<file path="src/rtl/fifo_wr_arbiter.sv">
// Write-side round-robin arbiter sharing one async-FIFO push port among N_REQ requesters.
// A grant lasts until a last-flagged beat or MAX_BURST accepted beats; FIFO full stalls the burst.
module fifo_wr_arbiter #(
  parameter int unsigned N_REQ     = 4,
  parameter int unsigned DW        = 8,
  parameter int unsigned MAX_BURST = 16
) (
  input  logic                       i_wr_clk,
  input  logic                       i_wr_rst,
  input  logic [N_REQ-1:0]           i_req_valid,
  input  logic [N_REQ*DW-1:0]        i_req_data,
  input  logic [N_REQ-1:0]           i_req_last,
  output logic [N_REQ-1:0]           o_req_ready,
  input  logic                       i_full,
  output logic                       o_push,
  output logic [DW-1:0]              o_data_in,
  output logic [$clog2(N_REQ)-1:0]   o_grant_id,
  output logic                       o_busy
);

  localparam int unsigned IW = $clog2(N_REQ);
  localparam int unsigned CW = $clog2(MAX_BURST + 1);

  typedef enum logic {StIdle, StBurst} state_t;

  state_t          r_state;
  logic [IW-1:0]   r_rr_ptr;
  logic [IW-1:0]   r_grant_id;
  logic [CW-1:0]   r_beat_cnt;

  logic            w_sel_found;
  logic [IW-1:0]   w_sel_idx;
  logic [IW:0]     w_cand;
  logic            w_gnt_valid;
  logic            w_gnt_last;
  logic [DW-1:0]   w_gnt_data;
  logic            w_accept;
  logic            w_burst_end;
  logic [IW-1:0]   w_next_ptr;

  // First valid requester at or after rr_ptr, wrapping modulo N_REQ.
  always_comb begin
    w_sel_found = 1'b0;
    w_sel_idx   = '0;
    w_cand      = '0;
    for (int i = 0; i < N_REQ; i++) begin
      w_cand = {1'b0, r_rr_ptr} + (IW+1)'(i);
      if (w_cand >= (IW+1)'(N_REQ)) begin
        w_cand = w_cand - (IW+1)'(N_REQ);
      end
      if (!w_sel_found && i_req_valid[w_cand[IW-1:0]]) begin
        w_sel_found = 1'b1;
        w_sel_idx   = w_cand[IW-1:0];
      end
    end
  end

  always_comb begin
    w_gnt_valid = 1'b0;
    w_gnt_last  = 1'b0;
    w_gnt_data  = '0;
    for (int i = 0; i < N_REQ; i++) begin
      if (r_grant_id == IW'(i)) begin
        w_gnt_valid = i_req_valid[i];
        w_gnt_last  = i_req_last[i];
        w_gnt_data  = i_req_data[i*DW +: DW];
      end
    end
  end

  assign o_busy     = (r_state == StBurst);
  assign o_grant_id = r_grant_id;
  assign o_push     = o_busy & w_gnt_valid & ~i_full;
  assign o_data_in  = o_push ? w_gnt_data : '0;

  always_comb begin
    o_req_ready = '0;
    for (int i = 0; i < N_REQ; i++) begin
      o_req_ready[i] = o_busy && !i_full && (r_grant_id == IW'(i));
    end
  end

  assign w_accept    = o_push;
  assign w_burst_end = w_accept && (w_gnt_last || (r_beat_cnt == CW'(MAX_BURST - 1)));
  assign w_next_ptr  = (r_grant_id == IW'(N_REQ - 1)) ? '0 : r_grant_id + IW'(1);

  always_ff @(posedge i_wr_clk or negedge i_wr_rst) begin
    if (!i_wr_rst) begin
      r_state    <= StIdle;
      r_rr_ptr   <= '0;
      r_grant_id <= '0;
      r_beat_cnt <= '0;
    end else begin
      unique case (r_state)
        StIdle: begin
          if (w_sel_found) begin
            r_grant_id <= w_sel_idx;
            r_beat_cnt <= '0;
            r_state    <= StBurst;
          end
        end
        StBurst: begin
          if (w_burst_end) begin
            r_state    <= StIdle;
            r_rr_ptr   <= w_next_ptr;
            r_beat_cnt <= '0;
          end else if (w_accept) begin
            r_beat_cnt <= r_beat_cnt + CW'(1);
          end
        end
        default: r_state <= StIdle;
      endcase
    end
  end

endmodule

</file>
<file path="config.mk">
export PLATFORM = sky130hd
export DESIGN_NAME = fifo_wr_arbiter
export DESIGN_NICKNAME = d
export VERILOG_FILES = /design/src/rtl/fifo_wr_arbiter.sv
export SDC_FILE = /design/constraint.sdc
export NUM_CORES = 1
export LEC_CHECK = 0
export CAP_MARGIN = 20
export CORE_MARGIN = 5
export CORE_UTILIZATION = 30
export CTS_BUF_LIST = sky130_fd_sc_hd__clkbuf_4 sky130_fd_sc_hd__clkbuf_8 sky130_fd_sc_hd__clkbuf_16
export CTS_CLUSTER_DIAMETER = 30
export CTS_CLUSTER_SIZE = 8
export DETAILED_ROUTE_END_ITERATION = 16
export PLACE_DENSITY_LB_ADDON = 0.05
export SLEW_MARGIN = 25
export SYNTH_ARGS = -nofsm -noshare
export SYNTH_HDL_FRONTEND = slang
export SYNTH_SLANG_ARGS = --single-unit
</file>
<file path="constraint.sdc">
create_clock -name i_wr_clk -period 2.7 [get_ports i_wr_clk]
set_clock_uncertainty 0.2 [all_clocks]
set_input_delay 0.27 -clock i_wr_clk [delete_from_list [all_inputs] [get_ports i_wr_clk]]
set_output_delay 0.27 -clock i_wr_clk [all_outputs]
set_load 0.01 [all_outputs]
</file>
## Word-level counts from Yosys, hierarchy flattened

Index checks and enable logic that the tools add are counted.

- Flip-flop bits (word level): 10
- Input port bits: 43
- Output and inout port bits: 16
- Logic and storage cells: 90

- $add $sub $neg: 9
- Magnitude comparators: 8
- Equal/unequal tests: 6
- Muxes and demuxes: 41
- Bitwise gates (word level): 4
- Reductions and logical operators: 18

Operators with widths:

| cell | number |
|---|---|
| $mux 8 | 5 |
| $mux 1 | 18 |
| $mux 2 | 9 |
| $mux 5 | 3 |
| $lt 2x3->1 const B | 4 |
| $pmux 5 s2 | 1 |
| $ge 3x3->1 const B | 3 |
| $logic_and 1x1->1 | 9 |
| $bmux 1 s2 | 4 |
| $sub 2x1->2 const B | 4 |
| $add 2x2->3 const B | 2 |
| $reduce_and 2->1 | 3 |
| $add 5x1->5 const B | 1 |
| $eq 5x4->1 const B | 1 |
| $eq 2x2->1 const B | 2 |
| $logic_not 1->1 | 4 |
| $add 2x1->3 const B | 1 |
| $ge 2x3->1 const B | 1 |
| $ne 3x2->1 const B | 1 |
| $add 2x1->2 const B | 1 |
| $and 1x1->1 | 2 |
| $eq 2x1->1 const B | 1 |
| $logic_not 2->1 | 1 |
| $ne 2x2->1 const B | 1 |
| 3 further kinds | 4 |

## Logic depth before layout (Yosys ltp)

Gate-level depths: netlist of the first run.

- Depth in word-level cells: 16
- Gate-level depth with buffers: 8
- Mapped depth without buffers: 6

## Worst setup path after synthesis of the first run

OpenSTA, ideal clock, no wires.

- Path kind: reg-to-output
- From: register r_grant_id[1], in the netlist o_grant_id[1]
- To: output port o_data_in[0]
- Arrival time: 1.719 ns
- Required time: 2.230 ns
- Setup slack: 0.511 ns
- Stages on the path, launching flop included: 9
- Buffers on the path: 2
- Cells stage by stage: dfrtp_1 inv_1 ha_1 buf_6 nand3b_4 a211oi_2 nand2_1 buf_2 a21oi_1

- Cells in the longest elaborated chain, start to end: 8
- Elaborated cells between the ends (all ways): 15
- Those cells by class: eq/ne (3); mux (9); bitwise (2); reduce/logical (1)

Ends and longest elaborated chain:

| item | line | text |
|---|---|---|
| from (decl) | 28 | `logic [IW-1:0] r_grant_id;` |
| from (signal assigned) | 97 | `r_grant_id <= w_sel_idx;` |
| $logic_not 2->1 | 63 | `if (r_grant_id == IW'(i)) begin` |
| $mux 1 (4 in series) | 63 |  |
| $and 1x1->1 (2 in series) | 73 | `assign o_push = o_busy & w_gnt_valid & ~i_full;` |
| $mux 8 * | 74 | `assign o_data_in = o_push ? w_gnt_data : '0;` |
| to (decl) | 16 | `output logic [DW-1:0] o_data_in,` |

Every way passes the cells marked *; elsewhere a longest branch is shown, timed or not.

## Final worst setup path of the first run

- From: register r_grant_id[0], in the netlist o_grant_id[0]
- To: output port o_push

- Cells in the longest elaborated chain, start to end: 7
- Elaborated cells between the ends (all ways): 10
- Those cells by class: eq/ne (3); mux (4); bitwise (2); reduce/logical (1)

Ends and longest elaborated chain:

| item | line | text |
|---|---|---|
| $logic_not 2->1 | 63 |  |
| $mux 1 (3 in series) | 63 |  |
| $mux 1 * | 63 |  |
| $and 1x1->1 * (2 in series) | 73 |  |
| to (decl) | 15 | `output logic o_push,` |

Marked as above.

==> results_dict.tcl, run 1 <==
set metrics [dict create \
    outcome "finished clean" \
    final-hold-violation-count 0 \
    synth.area.top_cells "dfrtp_1 23%, a211o_1 7.1%, ha_1 6.8%, a221oi_1 6.3%, inv_1 5.8%" \
    crit_top_cell "inv_1" \
    htreeDepth 1 \
    place_congestion 0.880 \
    cts_tree "built" \
    synthXorXnorAreaFrac 0 \
    synth_cell_types 37 \
    row_count 22 \
    power.density_nw_per_um2 844 \
    leakage_uw 0.000850 \
    switchingPower_uw 643 \
    wl_met1_um 1660 \
    worst-path-buf-inv 3 \
    drc_errors 0 \
    grt_overflow 0 \
    min_path_type "primary input to async pin" \
    numCtsBuffers 3 \
    vias_per_cell 4.94 \
    worst_slack_ps 139 \
    yosysTopAreaCell "dfrtp_1" \
    synth-async-reset-ratio 1.00 \
    critPathRequiredTime_ps 2230 \
    dr.first_iter.drc_count 33 \
    critical_path_class "flop to output pin" \
    yosysWarnings 0 \
    totalWireLength_um 3540 \
    setup_viol 0 \
    switching_share 0.411 \
    n_antenna_cell 0 \
    synth_seq_cells 10 \
    top_layer_used "met4" \
    p_clk_frac 0.094 \
    port_buffers 58 \
    finalPower_uw 1560 \
    yosys-top-cells-count "17 x inv_1, 10 x a21oi_1, 10 x dfrtp_1, 10 x nand2_1, 9 x a211o_1" \
    synth.top_cell.area_share 0.226 \
    initial_core_util 0.307 \
    syn_to_final_growth_pct 67.2 \
    p_comb_frac 0.729 \
    syn_area_um2 1110 \
    syn_nets 183 \
    cts-root-buf "clkbuf_8" \
    cp_slowest_cell "clkdlybuf4s50_1" \
    rsz0062_at_grt "false" \
    grt_max_degree 21 \
    drive_above_1_share 0.139 \
    drt-wirelength-per-cell_um 14.2 \
    syn_area_per_cell_um2 8.26 \
    worst_skew_pair.late_latency_ps 230 \
    dp.final_hpwl_um 2850 \
    die_x_um 70.8 \
    ys_seq_area_frac 0.226 \
    synthAdderAreaFrac 0.0678 \
    num_vias 1231 \
    antenna_found_initial 0 \
    tns_ps 0 \
    crit_family "buffers and inverters" \
    synth_edf_count 0 \
    cap_viol_max_count 0 \
    drv_slew 0 \
    final_cell_area_um2 1850 \
    ir_drop_v 0.000442 \
    path_clk_slew_ps 40 \
    clockBufferDepth 2 \
    worstMarginPinSlew_ps 423 \
    cts_sinks 10 \
    wl_met3_um 188 \
    grt_pass1_wl_um 5740 \
    clock.fmax_mhz 390 \
    cp-end-kind "output pin" \
    dp_cells 244 \
    preCtsSetupSlack_ps 17.8 \
    internal_power_uw 920 \
    synth_top_family_by_area "compound AO/OA/AOI/OAI gates" \
    fp.dieH_um 70.8 \
    dr.pass1.iters 4 \
    placed_area_um2 1790 \
    yosys.area_share.simple 0.235 \
    coreArea_um2 3610 \
    fin_cells 249 \
    nFillCells 369 \
    multiInputGateArea_um2 746 \
    ctsHoldBuffers 0 \
    met2_wirelength_um 1650 \
    floorplan.die_area_um2 5010 \
    synth_mux_area_frac 0.0395 \
    pin_count 59 \
    period_share 0.949 \
    layout_min_cycle_time_ps 2560 \
    register_area_um2 250 \
    syn_inst 134 \
    cp-startpoint "o_grant_id[0]" \
    cp.arrival_ps 2090 \
    timing.rr.start "o_grant_id[0]" \
    ys.flop_type "dfrtp_1" \
    drtAntennaViolNets 0 \
    nNetsFinal 252 \
    grt_pass1_vias 1248 \
    synth.most_common_cell "inv_1" \
    crit_path_cell_trace "inv_1 > ha_1 > a211oi_1 > a211oi_2 > nand2_2 > inv_1 > clkdlybuf4s50_1" \
    startpoint_type "flop" \
    path_max_fanout 5 \
    synth_compound_area_frac 0.319 \
    grt_util_all_layers 0.139 \
    relSlewSlack 0.717 \
    seqPwrFrac 0.177 \
    slowest_delay_ps 470 \
]
==> routing by layer <==
metal	vias up	GRT usage
met5	-	0
met4	0	0.0376
met3	2	0.0227
met1	562	0.183
met2	41	0.234
li1	626	-
==> power by group through the flow <==
stage / Clock [uW] / Combinational (uW) / Sequential (uW)
floorplan: 0 / 704 / 273
global placement: 0 / 1120 / 271
detailed placement: 0 / 1140 / 278
CTS: 156 / 1140 / 276
global route: 160 / 1260 / 288
finish: 147 / 1140 / 277
==> registers in the layout, summed over array words and instances, names as in the netlist <==
name        count
o_grant_id      2
o_busy          1
r_beat_cnt      5
r_rr_ptr        2
==> metrics by stage <==
stage	hold WS (ps)	util
after global routing	185	0.514
after global placement	310	0.497
after floorplan	-226	-
after detailed placement	337	0.497
after CTS	149	0.511
final	144	0.514
==> cell usage in the layout (no fill, tap or decap), types with 2 or more instances in the layout <==
cell / netlist / routed
clkdlybuf4s50_1: 0 / 50
and2b_1: 5 / 5
buf_4: 1 / 16
a211oi_2: 2 / 2
mux2_1: 3 / 3
and2_1: 4 / 4
clkbuf_8: 0 / 3
nor2b_1: 6 / 6
a211oi_1: 2 / 2
dlygate4sd2_1: 0 / 8
o21ai_0: 3 / 3
nor4_1: 2 / 2
a211o_1: 9 / 9
nor2_1: 3 / 3
inv_1: 17 / 17
and3_1: 2 / 2
nand2_1: 10 / 9
a21oi_1: 10 / 10
ha_1: 6 / 4
a32o_1: 3 / 3
a221oi_1: 8 / 7
nand3_1: 3 / 3
nor3b_1: 3 / 3
ha_2: 0 / 2
dfrtp_1: 10 / 10
==> worst paths after layout <==
path | to | slack, ps | cells after the start
max | o_push | 140 | 7
min | r_beat_cnt[0] | 140 | 1
max reg2reg | r_beat_cnt[3] | 410 | 6
min reg2reg | r_beat_cnt[0] | 340 | 1
max in group asynchronous | o_grant_id[1] | 1860 | 1
min in group i_wr_clk | r_beat_cnt[0] | 340 | 1
==> kinds of logic after synthesis <==
group	Yosys count
and+or+nand+nor	42
muxes	4
DFF	10
buffers and inverters	27
AOI/OAI and AO/OA	45
adders and majority gates	6
==> what timing repair did <==
item / in CTS / in global routing
gates resized for setup: 10 / 2
gates cloned: 0 / 0
endpoints found under the setup margin: 9 / 5
buffers inserted: 2 / 0
==> area by class of cell <==
type	count	area share
Tap cell	48	0.0324
Timing Repair Buffer	74	0.373
Multi-Input combinational cell	97	0.403
Sequential cell	10	0.135
Clock buffer	3	0.0223
Inverter	17	0.0345
Power figures use the tool's default switching activity.
==> inputs of run 2 (changes only) <==
--- a/config.mk
+++ b/config.mk
@@ -13,6 +13,8 @@
 export CTS_CLUSTER_SIZE = 8
 export DETAILED_ROUTE_END_ITERATION = 16
 export PLACE_DENSITY_LB_ADDON = 0.05
+export RECOVER_POWER = 50
+export SETUP_SLACK_MARGIN = 0.5
 export SLEW_MARGIN = 25
 export SYNTH_ARGS = -nofsm -noshare
 export SYNTH_HDL_FRONTEND = slang
==> constraint.sdc (replaced) <==
create_clock -name i_wr_clk -period 2.9 [get_ports i_wr_clk]
set_clock_uncertainty 0.2 [all_clocks]
set_input_delay 0.29 -clock i_wr_clk [delete_from_list [all_inputs] [get_ports i_wr_clk]]
set_output_delay 0.29 -clock i_wr_clk [all_outputs]
set_load 0.01 [all_outputs]
==> run 2 against run 1 <==
Compared with the run above:
- core utilization up 6.6 points
- first-iteration DRC count increased by 42%
- non-clock buffer count grew 9
- die area unchanged
- final area up 13%
- combinational power up 24%
- worst hold slack improved by 91 ps
- critical path type is now flop to flop
- largest power group unchanged
==> results_dict.tcl, run 2 (same netlist as run 1, synthesis figures left out) <==
set metrics [dict create \
    relSlewSlack 0.542 \
    path_max_fanout 14 \
    grt_pass1_wl_um 5800 \
    worst_r2r_endpoint "r_beat_cnt[3]" \
    htreeDepth 1 \
    grt_max_degree 21 \
    outcome "finished clean" \
    largest_reg_flops 5 \
    rr_worst_depth 8 \
    clock.fmax_mhz 393 \
    register_area_um2 250 \
    cap_viol_max_count 0 \
    final_common_cell "clkdlybuf4s50_1" \
    critical_path_class "flop to flop" \
    critPathRequiredTime_ps 2870 \
    totalWireLength_um 3960 \
    antenna_found_initial 0 \
    period_share 0.878 \
    drv_slew 0 \
    power.density_nw_per_um2 888 \
    cts_tree "built" \
    ctsHoldBuffers 0 \
    numCtsBuffers 3 \
    layout_min_cycle_time_ps 2550 \
    cts-root-buf "clkbuf_8" \
    path_clk_slew_ps 50 \
    ir_drop_v 0.000469 \
    drt-wirelength-per-cell_um 15.3 \
    grt_overflow 0 \
    dr.pass1.iters 4 \
    coreArea_um2 3610 \
    floorplan.die_area_um2 5010 \
    cp_slowest_cell "nor4b_1" \
    leakage_uw 0.000948 \
    n_antenna_cell 0 \
    drtAntennaViolNets 0 \
    syn_to_final_growth_pct 88.8 \
    num_vias 1301 \
    placed_area_um2 1740 \
    worstMarginPinSlew_ps 678 \
    fp.dieH_um 70.8 \
    rsz0062_at_grt "true" \
    tns_ps 0 \
    cp-end-kind "flop" \
    timing.rr.start "o_grant_id[0]" \
    cp.arrival_ps 2520 \
    nFillCells 330 \
    drive_above_1_share 0.322 \
    die_x_um 70.8 \
    place_congestion 0.895 \
    worst_skew_pair.late_latency_ps 240 \
    clockBufferDepth 2 \
    slowest_delay_ps 630 \
    drc_errors 0 \
    grt_util_all_layers 0.142 \
    final-hold-violation-count 0 \
    cts_sinks 10 \
    nNetsFinal 261 \
    vias_per_cell 5.02 \
    r2r_slack_ps 350 \
    crit_path_cell_trace "inv_4 > ha_4 > buf_6 > buf_8 > a211oi_2 > a211oi_4 > nor4b_1 > a221o_1" \
    multiInputGateArea_um2 876 \
    setup_viol 0 \
    dp.final_hpwl_um 2810 \
    max_flop_register "r_beat_cnt" \
    startpoint_type "flop" \
    grt_pass1_vias 1275 \
    min_path_type "primary input to async pin" \
    mostFrequentLayoutCells "44 x clkdlybuf4s50_1, 15 x inv_1, 13 x buf_4" \
    pin_count 59 \
    port_buffers 58 \
    row_count 22 \
    final_cell_area_um2 2090 \
    initial_core_util 0.307 \
    dr.first_iter.drc_count 47 \
]
==> run 2: critical path: cells and delay by family, from the launching register on <==
kind / cells / cell delay [ps]
buf+inv: 3 / 360
compound gates: 3 / 580
flops: 1 / 520
fa+ha+maj: 1 / 180
simple gates: 1 / 630
==> run 2: power by group <==
group / leakage [uW] / internal (uW) / total (uW) / switching (uW)
Combinational: 0.000797 / 789 / 1410 / 623
Sequential: 0.000123 / 197 / 270 / 72.9
Clock: 0.0000288 / 119 / 174 / 54.3
Total: 0.000948 / 1110 / 1860 / 750
==> run 2: what timing repair did <==
item                       4_1_cts  5_1_grt
setup endpoints to repair       10       16
gates resized for setup         46       37
setup buffers                   13        5
pin swaps                        1        9
==> run 2: worst max path at each step <==
| stage | cells after the start | slack (ps) | from | to |
|---|---|---|---|---|
| 3_5_place_dp | 6 | 130 | i_req_valid[1] | o_data_in[1] |
| 5_1_grt | 8 | 260 | o_grant_id[0] | r_beat_cnt[3] |
| 4_1_cts | 8 | 350 | o_grant_id[1] | o_data_in[1] |
| 6_report | 8 | 350 | o_grant_id[0] | r_beat_cnt[3] |
| 3_3_place_gp | 6 | 170 | i_req_valid[1] | o_data_in[3] |
| 2_1_floorplan | 8 | 690 | o_grant_id[1] | o_data_in[0] |
==> run 2: through the flow <==
step / utilization / total power, uW / instances / worst slack, ps / hold WS, ps
2_1_floorplan: - / 910 / 134 / 691 / -206
3_3_place_gp: 0.482 / 1260 / 237 / 168 / 307
3_5_place_dp: 0.482 / 1290 / 237 / 129 / 311
4_1_cts: 0.539 / 1670 / 254 / 354 / 172
5_1_grt: 0.580 / 1990 / 259 / 264 / 260
6_report: 0.580 / 1860 / 259 / 355 / 235
==> run 2: per-layer routing <==
layer	GRT usage	wire length (um)	up-vias
li1	-	-	642
met1	0.177	1700	607
met2	0.237	1950	46
met3	0.0284	233	6
met4	0.0605	78	0
met5	0	0	-
==> run 2: layout make-up <==
type,count,area share
Tap cell,48,0.0287
Timing Repair Buffer,83,0.375
Clock buffer,4,0.0263
Sequential cell,10,0.120
Inverter,17,0.0317
Multi-Input combinational cell,97,0.419
==> inputs of run 3 (changes only) <==
--- a/config.mk
+++ b/config.mk
@@ -12,6 +12,7 @@
 export CTS_CLUSTER_DIAMETER = 30
 export CTS_CLUSTER_SIZE = 8
 export DETAILED_ROUTE_END_ITERATION = 16
+export HOLD_SLACK_MARGIN = 0.1
 export PLACE_DENSITY_LB_ADDON = 0.05
 export RECOVER_POWER = 50
 export SETUP_SLACK_MARGIN = 0.5
==> results of run 3 <==
No change in the layout: final DEF, timing and power equal those of run 2.
==> RTL change: new RTL, settings of run 3 <==
Make the reset (`i_wr_rst`) synchronous in one clocked block. Comments in the files are not updated.
--- a/src/rtl/fifo_wr_arbiter.sv
+++ b/src/rtl/fifo_wr_arbiter.sv
@@ -84,7 +84,7 @@
   assign w_burst_end = w_accept && (w_gnt_last || (r_beat_cnt == CW'(MAX_BURST - 1)));
   assign w_next_ptr  = (r_grant_id == IW'(N_REQ - 1)) ? '0 : r_grant_id + IW'(1);
 
-  always_ff @(posedge i_wr_clk or negedge i_wr_rst) begin
+  always_ff @(posedge i_wr_clk) begin
     if (!i_wr_rst) begin
       r_state    <= StIdle;
       r_rr_ptr   <= '0;
Formal check against the unedited RTL: differs if i_wr_rst is asserted again (counterexample within 4 cycles, from zero or initial values and one cycle with i_wr_rst low); with i_wr_rst held inactive, the same outputs for 10 cycles.
==> RTL change against run 3 <==
  * Wire length shrank 5.8%
  * Sequential cell count is the same
  * Maximum frequency is 0.55% higher
  * Synthesized cell count is 10% higher
  * Area after synthesis fell by 0.79%
  * Setup slack better by 0.014 ns
  * Cell area decreased by 9.1%
Power is left out: it rests on default switching activity, and per cell area and clock period it moved more than threefold.
==> RTL change: results (changes against run 3) <==
- Met2 routed wirelength: 1.89 mm (was 1.95 mm)
- Largest net degree at the start of global routing: 23 (was 21)
- Post-synth top flop: dfxtp_1 (was dfrtp_1)
- Number of distinct library cells after synthesis: 40 (was 37)
- Synth async-reset ratio: 0% (was 100%)
- Metal-1 WL: 1.61 mm (was 1.70 mm)
- Post-CTS sizing: 61 (was 46)
- Ranking of synthesized cells by area: dfxtp_1 18%, a21oi_1 8.7%, nand2_1 7.9% (was dfrtp_1 23%, a211o_1 7.1%, ha_1 6.8%)
- Syn nets: 197 (was 183)
- Nets: 267 (was 261)
- Routed met3 length: 208 um (was 233 um)
- Area delta synth->final: 73.0% (was 88.8%)
- Routed via count: 1,353 (was 1,301)
- Layout cell share with drive strength beyond 1: 23.1% (was 32.2%)
- Met3 Usage GRT: 3.60% (was 2.84%)
- Clock network share of area: 2.17% (was 2.63%)
- Worst r2r src: o_grant_id[0] (unchanged)
- Reg-to-reg endpoint: r_beat_cnt[2] (was r_beat_cnt[3])
- Non-clk bufs: 75 (was 83)
- Status: finished, final reports clean (unchanged)
- Pre-CTS setup slack: 0.243 ns (was 0.129 ns)
- HP Class: reg -> reg (was in -> async)
- Grt met2 use: 27.0% (was 23.7%)
- Met1 Usage GRT: 19.4% (was 17.7%)
- Post-DP HPWL: 2.94 mm (was 2.81 mm)
- Register Area: 205 um^2 (was 250 um^2)
- Cells after DPL: 253 (was 237)
- Mean Syn Cell Area: 7.42 um^2 (was 8.26 um^2)
- Maximum achievable frequency: 395 MHz (was 393 MHz)
- Drt pass-1 iters: 5 (was 4)
- FF-to-FF setup slack: 0.56 ns (was 0.35 ns)
- Footprint of the multi-input gates: 812 um^2 (was 876 um^2)
- Vias in the first global route: 1,284 (was 1,275)
- Slowest cell delay on critical path: 0.38 ns (was 0.63 ns)
- Global-route usage over all layers: 15.5% (was 14.2%)
- Setup CP Type: reg -> out (was reg -> reg)
- Iter 0 DRT Violations: 45 (was 47)
- R2R depth: 11 (was 8)
- Clkbuf count: 3 (was 4)
- Sequential-to-total area share from yosys stat: 18.2% (was 22.6%)
==> RTL change: cell count changes after synthesis, moves of 6 or more <==
cell      before  now
nand2_1       10   23
nand3b_1       1    7
dfxtp_1        0   10
a21oi_1       10   19
a221oi_1       8    1
a211o_1        9    0
dfrtp_1       10    0
inv_1         17    7
and2_4         0    7
==> RTL change: worst max-delay path, delay by kind of cell (launching register included) <==
family,cells,cell delay [ns]
and+or+nand+nor,2,0.15
buffers and inverters,4,0.51
DFF,1,0.38
AOI/OAI and AO/OA,2,0.63
adders and majority gates,1,0.15
==> RTL change: cells by family (layout without fill, tap and decap cells) <==
logic type	count (synthesis)	in the layout	share of synthesized area [%]
AO/OA/AOI/OAI	48	48	31.6
adder cells (fa/ha/maj)	6	6	6.83
buffers and inverters	19	87	9.11
flip-flops	10	10	18.2
multiplexers	3	3	2.73
AND/OR/NAND/NOR	62	62	31.5
